[src/rtl/tile_types_pkg.sv]
// Tile code constants shared by the tile RAM writer, the renderer and the
// sprite ROM address generator, plus the rotation-animation constants.
package tile_types_pkg;

  // Board tile codes referenced by the render path (full table runs 0..87)
  localparam int BOARD_EMPTY         = 0;
  localparam int BOARD_TRIANG        = 2;
  localparam int BOARD_CIRCLE        = 7;
  localparam int TEXT_CIRC_WON_MSG_8 = 87;

  // Rotation animation: five frames stored as consecutive ROM tiles
  localparam int ANIM_FRAMES    = 5;
  localparam int ANIM_BASE_TRI  = BOARD_TRIANG;
  localparam int ANIM_BASE_CIRC = BOARD_CIRCLE;

  typedef logic [2:0] animFrame_t;

  // Only the first tile of each rotating shape is animated; its rotated
  // frames (3..6, 8..11) are addressed directly and always stay static.
  function automatic logic isAnimBase(input int unsigned code);
    return (code == ANIM_BASE_TRI) || (code == ANIM_BASE_CIRC);
  endfunction

endpackage

[src/rtl/tile_anim_frame_ctr.sv]
// Animation frame counter: divides the per-frame vsync tick by ANIM_PERIOD
// and steps the rotation frame 0..ANIM_FRAMES-1, wrapping back to 0.
module tile_anim_frame_ctr
  import tile_types_pkg::*;
#(
  parameter int ANIM_PERIOD = 8
) (
  input  logic       clk_i,
  input  logic       rst_i,
  input  logic       anim_en_i,
  input  logic       frame_tick_i,
  output animFrame_t frame_o
);

  localparam int TICK_W = (ANIM_PERIOD > 1) ? $clog2(ANIM_PERIOD) : 1;
  localparam logic [TICK_W-1:0] TICK_LAST  = TICK_W'(ANIM_PERIOD - 1);
  localparam animFrame_t        FRAME_LAST = animFrame_t'(ANIM_FRAMES - 1);

  generate
    if (ANIM_PERIOD < 1) begin : gBadPeriod
      $error("tile_anim_frame_ctr: ANIM_PERIOD must be at least 1");
    end
  endgenerate

  logic [TICK_W-1:0] tickCnt_q, tickCnt_d;
  animFrame_t        frame_q, frame_d;

  // Next-state: disabling animation parks the shapes on frame 0 and restarts
  // the tick divider, so re-enabling always begins a full period from frame 0.
  always_comb begin
    tickCnt_d = tickCnt_q;
    frame_d   = frame_q;
    if (!anim_en_i) begin
      tickCnt_d = '0;
      frame_d   = '0;
    end else if (frame_tick_i) begin
      if (tickCnt_q == TICK_LAST) begin
        tickCnt_d = '0;
        frame_d   = (frame_q == FRAME_LAST) ? animFrame_t'(0) : frame_q + animFrame_t'(1);
      end else begin
        tickCnt_d = tickCnt_q + TICK_W'(1);
      end
    end
  end

  // Counter registers with synchronous reset
  always_ff @(posedge clk_i) begin
    if (rst_i) begin
      tickCnt_q <= '0;
      frame_q   <= '0;
    end else begin
      tickCnt_q <= tickCnt_d;
      frame_q   <= frame_d;
    end
  end

  assign frame_o = frame_q;

endmodule

[src/rtl/tile_pixel_rom_addr_gen.sv]
// Sprite ROM pixel address generator: maps (tile code, pixel x/y) to
// {tile_index, py, px} through a two-stage valid/ready pipeline. Stage 1
// range-checks the code and applies the rotation frame, stage 2 composes
// and holds the ROM address for the sprite ROM.
module tile_pixel_rom_addr_gen
  import tile_types_pkg::*;
#(
  parameter int RAM_DATA_WIDTH = 7,
  parameter int TILE_W_LOG2    = 3,
  parameter int TILE_H_LOG2    = 3,
  parameter int NUM_TILES      = 88,
  parameter int ANIM_PERIOD    = 8,
  parameter int ROM_ADDR_WIDTH = 13
) (
  input  logic                      clk_i,
  input  logic                      rst_i,
  input  logic                      valid_i,
  output logic                      ready_o,
  input  logic [RAM_DATA_WIDTH-1:0] tile_type_i,
  input  logic [TILE_W_LOG2-1:0]    px_i,
  input  logic [TILE_H_LOG2-1:0]    py_i,
  input  logic                      anim_en_i,
  input  logic                      frame_tick_i,
  output logic                      valid_o,
  input  logic                      ready_i,
  output logic [ROM_ADDR_WIDTH-1:0] addr_o,
  output logic                      bad_o,
  output logic                      err_o
);

  generate
    if (ROM_ADDR_WIDTH != RAM_DATA_WIDTH + TILE_W_LOG2 + TILE_H_LOG2) begin : gBadWidth
      $error("tile_pixel_rom_addr_gen: ROM_ADDR_WIDTH must equal RAM_DATA_WIDTH+TILE_W_LOG2+TILE_H_LOG2");
    end
  endgenerate

  animFrame_t frame;
  logic       s1Adv;
  logic       accept;
  logic       codeBad;
  logic       animHit;
  logic [RAM_DATA_WIDTH-1:0] decIndex;

  logic                      s1Valid_q, s1Valid_d;
  logic [RAM_DATA_WIDTH-1:0] s1Index_q, s1Index_d;
  logic [TILE_H_LOG2-1:0]    s1Py_q, s1Py_d;
  logic [TILE_W_LOG2-1:0]    s1Px_q, s1Px_d;
  logic                      s1Bad_q, s1Bad_d;

  logic                      valid_q, valid_d;
  logic [ROM_ADDR_WIDTH-1:0] addr_q, addr_d;
  logic                      bad_q, bad_d;
  logic                      err_q, err_d;

  tile_anim_frame_ctr #(
    .ANIM_PERIOD (ANIM_PERIOD)
  ) uFrameCtr (
    .clk_i        (clk_i),
    .rst_i        (rst_i),
    .anim_en_i    (anim_en_i),
    .frame_tick_i (frame_tick_i),
    .frame_o      (frame)
  );

  // Stage 2 advances whenever its slot is free or being drained; stage 1 can
  // take a new request when empty or when its beat moves on this cycle.
  assign s1Adv   = ~valid_q | ready_i;
  assign ready_o = ~s1Valid_q | s1Adv;
  assign accept  = valid_i & ready_o;

  // Decode the incoming code: illegal codes render as an empty board tile,
  // rotating shapes pick up the frame current at the moment of acceptance.
  always_comb begin
    codeBad  = (32'(tile_type_i) >= 32'(NUM_TILES));
    animHit  = anim_en_i && isAnimBase(32'(tile_type_i));
    decIndex = tile_type_i;
    if (codeBad) begin
      decIndex = '0;
    end else if (animHit) begin
      decIndex = tile_type_i + RAM_DATA_WIDTH'(frame);
    end
  end

  // Stage 1 next-state: load the decoded beat whenever the slot opens up
  always_comb begin
    s1Valid_d = s1Valid_q;
    s1Index_d = s1Index_q;
    s1Py_d    = s1Py_q;
    s1Px_d    = s1Px_q;
    s1Bad_d   = s1Bad_q;
    if (ready_o) begin
      s1Valid_d = valid_i;
      if (valid_i) begin
        s1Index_d = decIndex;
        s1Py_d    = py_i;
        s1Px_d    = px_i;
        s1Bad_d   = codeBad;
      end
    end
  end

  // Stage 2 next-state: address and bad flag only change when the output
  // slot advances, so they stay frozen while the sprite ROM side stalls.
  always_comb begin
    valid_d = valid_q;
    addr_d  = addr_q;
    bad_d   = bad_q;
    if (s1Adv) begin
      valid_d = s1Valid_q;
      if (s1Valid_q) begin
        addr_d = {s1Index_q, s1Py_q, s1Px_q};
        bad_d  = s1Bad_q;
      end
    end
  end

  // Sticky error: remembers any illegal code taken in since reset
  always_comb begin
    err_d = err_q | (accept & codeBad);
  end

  // Pipeline and status registers; reset empties both stages
  always_ff @(posedge clk_i) begin
    if (rst_i) begin
      s1Valid_q <= 1'b0;
      s1Index_q <= '0;
      s1Py_q    <= '0;
      s1Px_q    <= '0;
      s1Bad_q   <= 1'b0;
      valid_q   <= 1'b0;
      addr_q    <= '0;
      bad_q     <= 1'b0;
      err_q     <= 1'b0;
    end else begin
      s1Valid_q <= s1Valid_d;
      s1Index_q <= s1Index_d;
      s1Py_q    <= s1Py_d;
      s1Px_q    <= s1Px_d;
      s1Bad_q   <= s1Bad_d;
      valid_q   <= valid_d;
      addr_q    <= addr_d;
      bad_q     <= bad_d;
      err_q     <= err_d;
    end
  end

  assign valid_o = valid_q;
  assign addr_o  = addr_q;
  assign bad_o   = bad_q;
  assign err_o   = err_q;

endmodule

[config.mk]
export PLATFORM = sky130hd
export DESIGN_NAME = tile_pixel_rom_addr_gen
export DESIGN_NICKNAME = d
export VERILOG_FILES = /design/src/rtl/tile_types_pkg.sv /design/src/rtl/tile_anim_frame_ctr.sv /design/src/rtl/tile_pixel_rom_addr_gen.sv
export SDC_FILE = /design/constraint.sdc
export NUM_CORES = 1
export LEC_CHECK = 0
export CAP_MARGIN = 20
export CORE_AREA = 2 2 55 57
export CTS_BUF_LIST = sky130_fd_sc_hd__clkbuf_8 sky130_fd_sc_hd__clkbuf_16
export DETAILED_ROUTE_END_ITERATION = 8
export DIE_AREA = 0 0 57 59
export DONT_BUFFER_PORTS = 1
export GPL_TIMING_DRIVEN = 1
export PLACE_DENSITY = 0.73
export SYNTH_ARGS = -nofsm -noshare
export SYNTH_HDL_FRONTEND = slang
export SYNTH_SLANG_ARGS = --single-unit
[constraint.sdc]
create_clock -name clk_i -period 2.1 [get_ports clk_i]
set_input_delay 0.315 -clock clk_i [delete_from_list [all_inputs] [get_ports clk_i]]
set_output_delay 0.315 -clock clk_i [all_outputs]
set_load 0.01 [all_outputs]
==> metrics.yaml <==
grt_usage_pct: 18.8
clk_latency_ns: 0.28
wl_mm: 3.06
p_sw_uw: 292
grt_remaining_overflow: 0
fin_skew_ns: 0.00517
slowest_delay_ns: 0.42
row_count: 19
areaGrowthSynthToFinish_pct: 6.98
post_dp_cell_area_um2: 1600
ioPinCount: 36
p_leak_nw: 0.649
power-per-cell-area_nw_per_um2: 819
worstSetupStartpointType: "flip-flop"
p_seq_share_pct: 53.3
antenna_found_initial: 0
slew_headroom_pct: 61.7
hold_end: "s1Py_q[0]"
r2r-end: "s1Index_q[2]"
dpl.hpwl_mm: 2.26
postRouteAntennaNets: 0
drcViolationCount: 0
combPwrFrac_pct: 6.0
cts_setup_buffers: 0
synth_edf_count: 0
hold_path_class: "input pin to flip-flop"
peakVddDrop_mv: 0.516
r2r_slack_ns: 0.42
setup_tns_ns: 0
cts_buffers: 5
arrival_ns: 1.84
cp_slowest_cell: "fa_1"
synth_cell_type_count: 36
path_class: "flip-flop to flip-flop"
finalCritPeriodShare_pct: 79.8
die_area_um2: 3360
port_buffers: 0
gp_congestion: 0.793
worst-r2r-cell-count: 6
final_util_pct: 63.0
p_total_mw: 1.40
via_count: 1250
synth_warnings: 0
synth_cells: 186
worst_pin_slew_ns: 0.574
grt_start_max_net_pins: 32
max_freq_mhz: 597
grt_pass1_wl_mm: 4.92
syn_nets: 213
final_net_count: 213
finalNonFillerCells: 217
synthesis.area_um2: 1600
timing.rr.start: "uFrameCtr.frame_o[0]"
syn_avg_cell_area_um2: 8.58
switching_share_pct: 20.9
viasPerCell: 5.76
grt_pass1_vias: 1201
multi_input_area_um2: 795
hold_depth: 1
core_area_um2: 2710
register_area_um2: 741
fill_cells: 258
yosysSeqAreaShare_pct: 46.4
wl_per_cell_um: 14.1
stdcell_area_um2: 1710
drv_slew: 0
path_cells: "ha_1 > fa_1 > xor2_1 > a31o_2 > o211ai_1 > a21oi_1"
finalCriticalPeriod_ns: 1.68
ys_ff_latch: 37
dp_cells: 210
fin_ws_ns: 0.424
drtPass1Iterations: 4
clock_tree.buffer_depth: 2
required_ns: 2.26
outcome: "finished, final reports clean"
cp_max_fo: 5
cts_resized: 0
cts_tree: "built"
hold_start: "rst_i"
intPower_mw: 1.11
finalHoldViolCount: 0
drtIter0Drc: 33
rsz0062_at_grt: "no"
diodes: 0
die_x_um: 57
start_util_pct: 58.9
drive_gt1_share_pct: 6.99
cts_sinks: 37
hold_ws_ns: 0.0947
cts_root_buf: "clkbuf_8"
critical_path.endpoint_type: "flip-flop"
clock_power_share_pct: 40.7
die_y_um: 59
clk_pin_slew_ns: 0.07
async_flop_share_pct: 0
maxCapViolCount: 0
pre_cts_ws_ns: 0.426
hold_buffers: 0
synth-main-ff-cell: "dfxtp_1"
htreeDepth: 2
setup_viol: 0
[critical path, delay by kind of cell (launching register included)]
family                     cells  cell delay [ns]
AOI/OAI and AO/OA              3             0.41
xor gates and xnor gates       1             0.16
DFF                            1             0.35
adders and majority gates      2             0.64
[how the worst max path moves through the flow]
stage	from	to	slack, ns	cells after the start
3_5_place_dp	uFrameCtr.frame_o[0]	s1Index_q[2]	0.43	6
2_1_floorplan	uFrameCtr.frame_o[0]	s1Index_q[2]	0.50	6
5_1_grt	uFrameCtr.frame_o[0]	s1Index_q[2]	0.31	6
6_report	uFrameCtr.frame_o[0]	s1Index_q[2]	0.42	6
3_3_place_gp	uFrameCtr.frame_o[0]	s1Index_q[2]	0.48	6
4_1_cts	uFrameCtr.frame_o[0]	s1Index_q[2]	0.42	6
[registers in the layout, indices dropped and copies added (netlist names), 3 cells and up]
name and count:
s1Index_q 7, addr_o 13, s1Px_q 3, uFrameCtr.frame_o 3
uFrameCtr.tickCnt_q 3, s1Py_q 3
[final cells by class]
type	count	area share, %
clock buffer	5	4.03
clock inverter	2	2.05
inverter	8	1.76
multi-input combinational	134	46.5
sequential	37	43.4
tap	31	2.27
[cells by family after synthesis]
group | after synthesis | share of synthesized area, %
buf+inv | 15 | 3.84
xor+xnor | 3 | 1.65
mux | 2 | 1.25
compound gates | 49 | 19.3
fa+ha+maj | 8 | 6.74
flops | 37 | 46.4
simple gates | 72 | 20.8
[cells in the final DEF (no fill, tap or decap), drive strengths merged]
cell type | netlist | routed
nand2b | 2 | 2
nor4b | 1 | 1
clkinv | 0 | 1
o211ai | 2 | 2
a31o | 3 | 3
xor2 | 1 | 1
and3 | 1 | 1
nand2 | 49 | 49
a211oi | 1 | 1
bufinv | 0 | 1
a21oi | 34 | 34
a31oi | 1 | 1
ha | 7 | 7
xnor2 | 2 | 2
fa | 1 | 1
nor2b | 2 | 2
nor2 | 8 | 8
clkbuf | 4 | 5
nand3 | 3 | 3
nand4b | 1 | 1
a21o | 2 | 2
dfxtp | 37 | 37
o21bai | 1 | 1
nand3b | 4 | 4
a222oi | 1 | 1
mux2i | 2 | 2
nor3 | 1 | 1
a22oi | 2 | 2
o21ai | 1 | 1
inv | 8 | 8
a221oi | 1 | 1
[cells in the mapped netlist (2+ instances only)]
master | number | area (µm²)
nand2_1 | 48 | 180
dfxtp_1 | 37 | 741
a21oi_1 | 33 | 165
inv_1 | 8 | 30.0
ha_1 | 7 | 87.6
nor2_1 | 7 | 26.3
clkbuf_1 | 4 | 15.0
nand3b_1 | 4 | 30.0
nand3_1 | 3 | 15.0
a21o_1 | 2 | 15.0
a22oi_1 | 2 | 15.0
a31o_1 | 2 | 17.5
mux2i_1 | 2 | 20.0
nand2b_1 | 2 | 12.5
nor2b_1 | 2 | 12.5
o211ai_1 | 2 | 15.0
xnor2_1 | 2 | 17.5
[power groups by stage]
stage          clock network, mW  logic, mW  registers [mW]
2_1_floorplan                  0     0.0806           0.757
3_5_place_dp                   0     0.0845           0.761
3_3_place_gp                   0     0.0805           0.760
6_report                   0.569     0.0842           0.745
5_1_grt                    0.615     0.0940           0.747
4_1_cts                    0.585     0.0849           0.745
[layer usage]
layer  track usage [%]  vias up  share of wire [%]  routed length, µm
met4              8.31        0                1.4                 43
met2              33.8       48                 52               1580
met3              6.11        8                6.8                209
li1                  -      628                  -                  -
met5                 0        -                  0                  0
met1              20.1      566                 40               1230
Note: power is estimated with default switching activity, not from simulation.
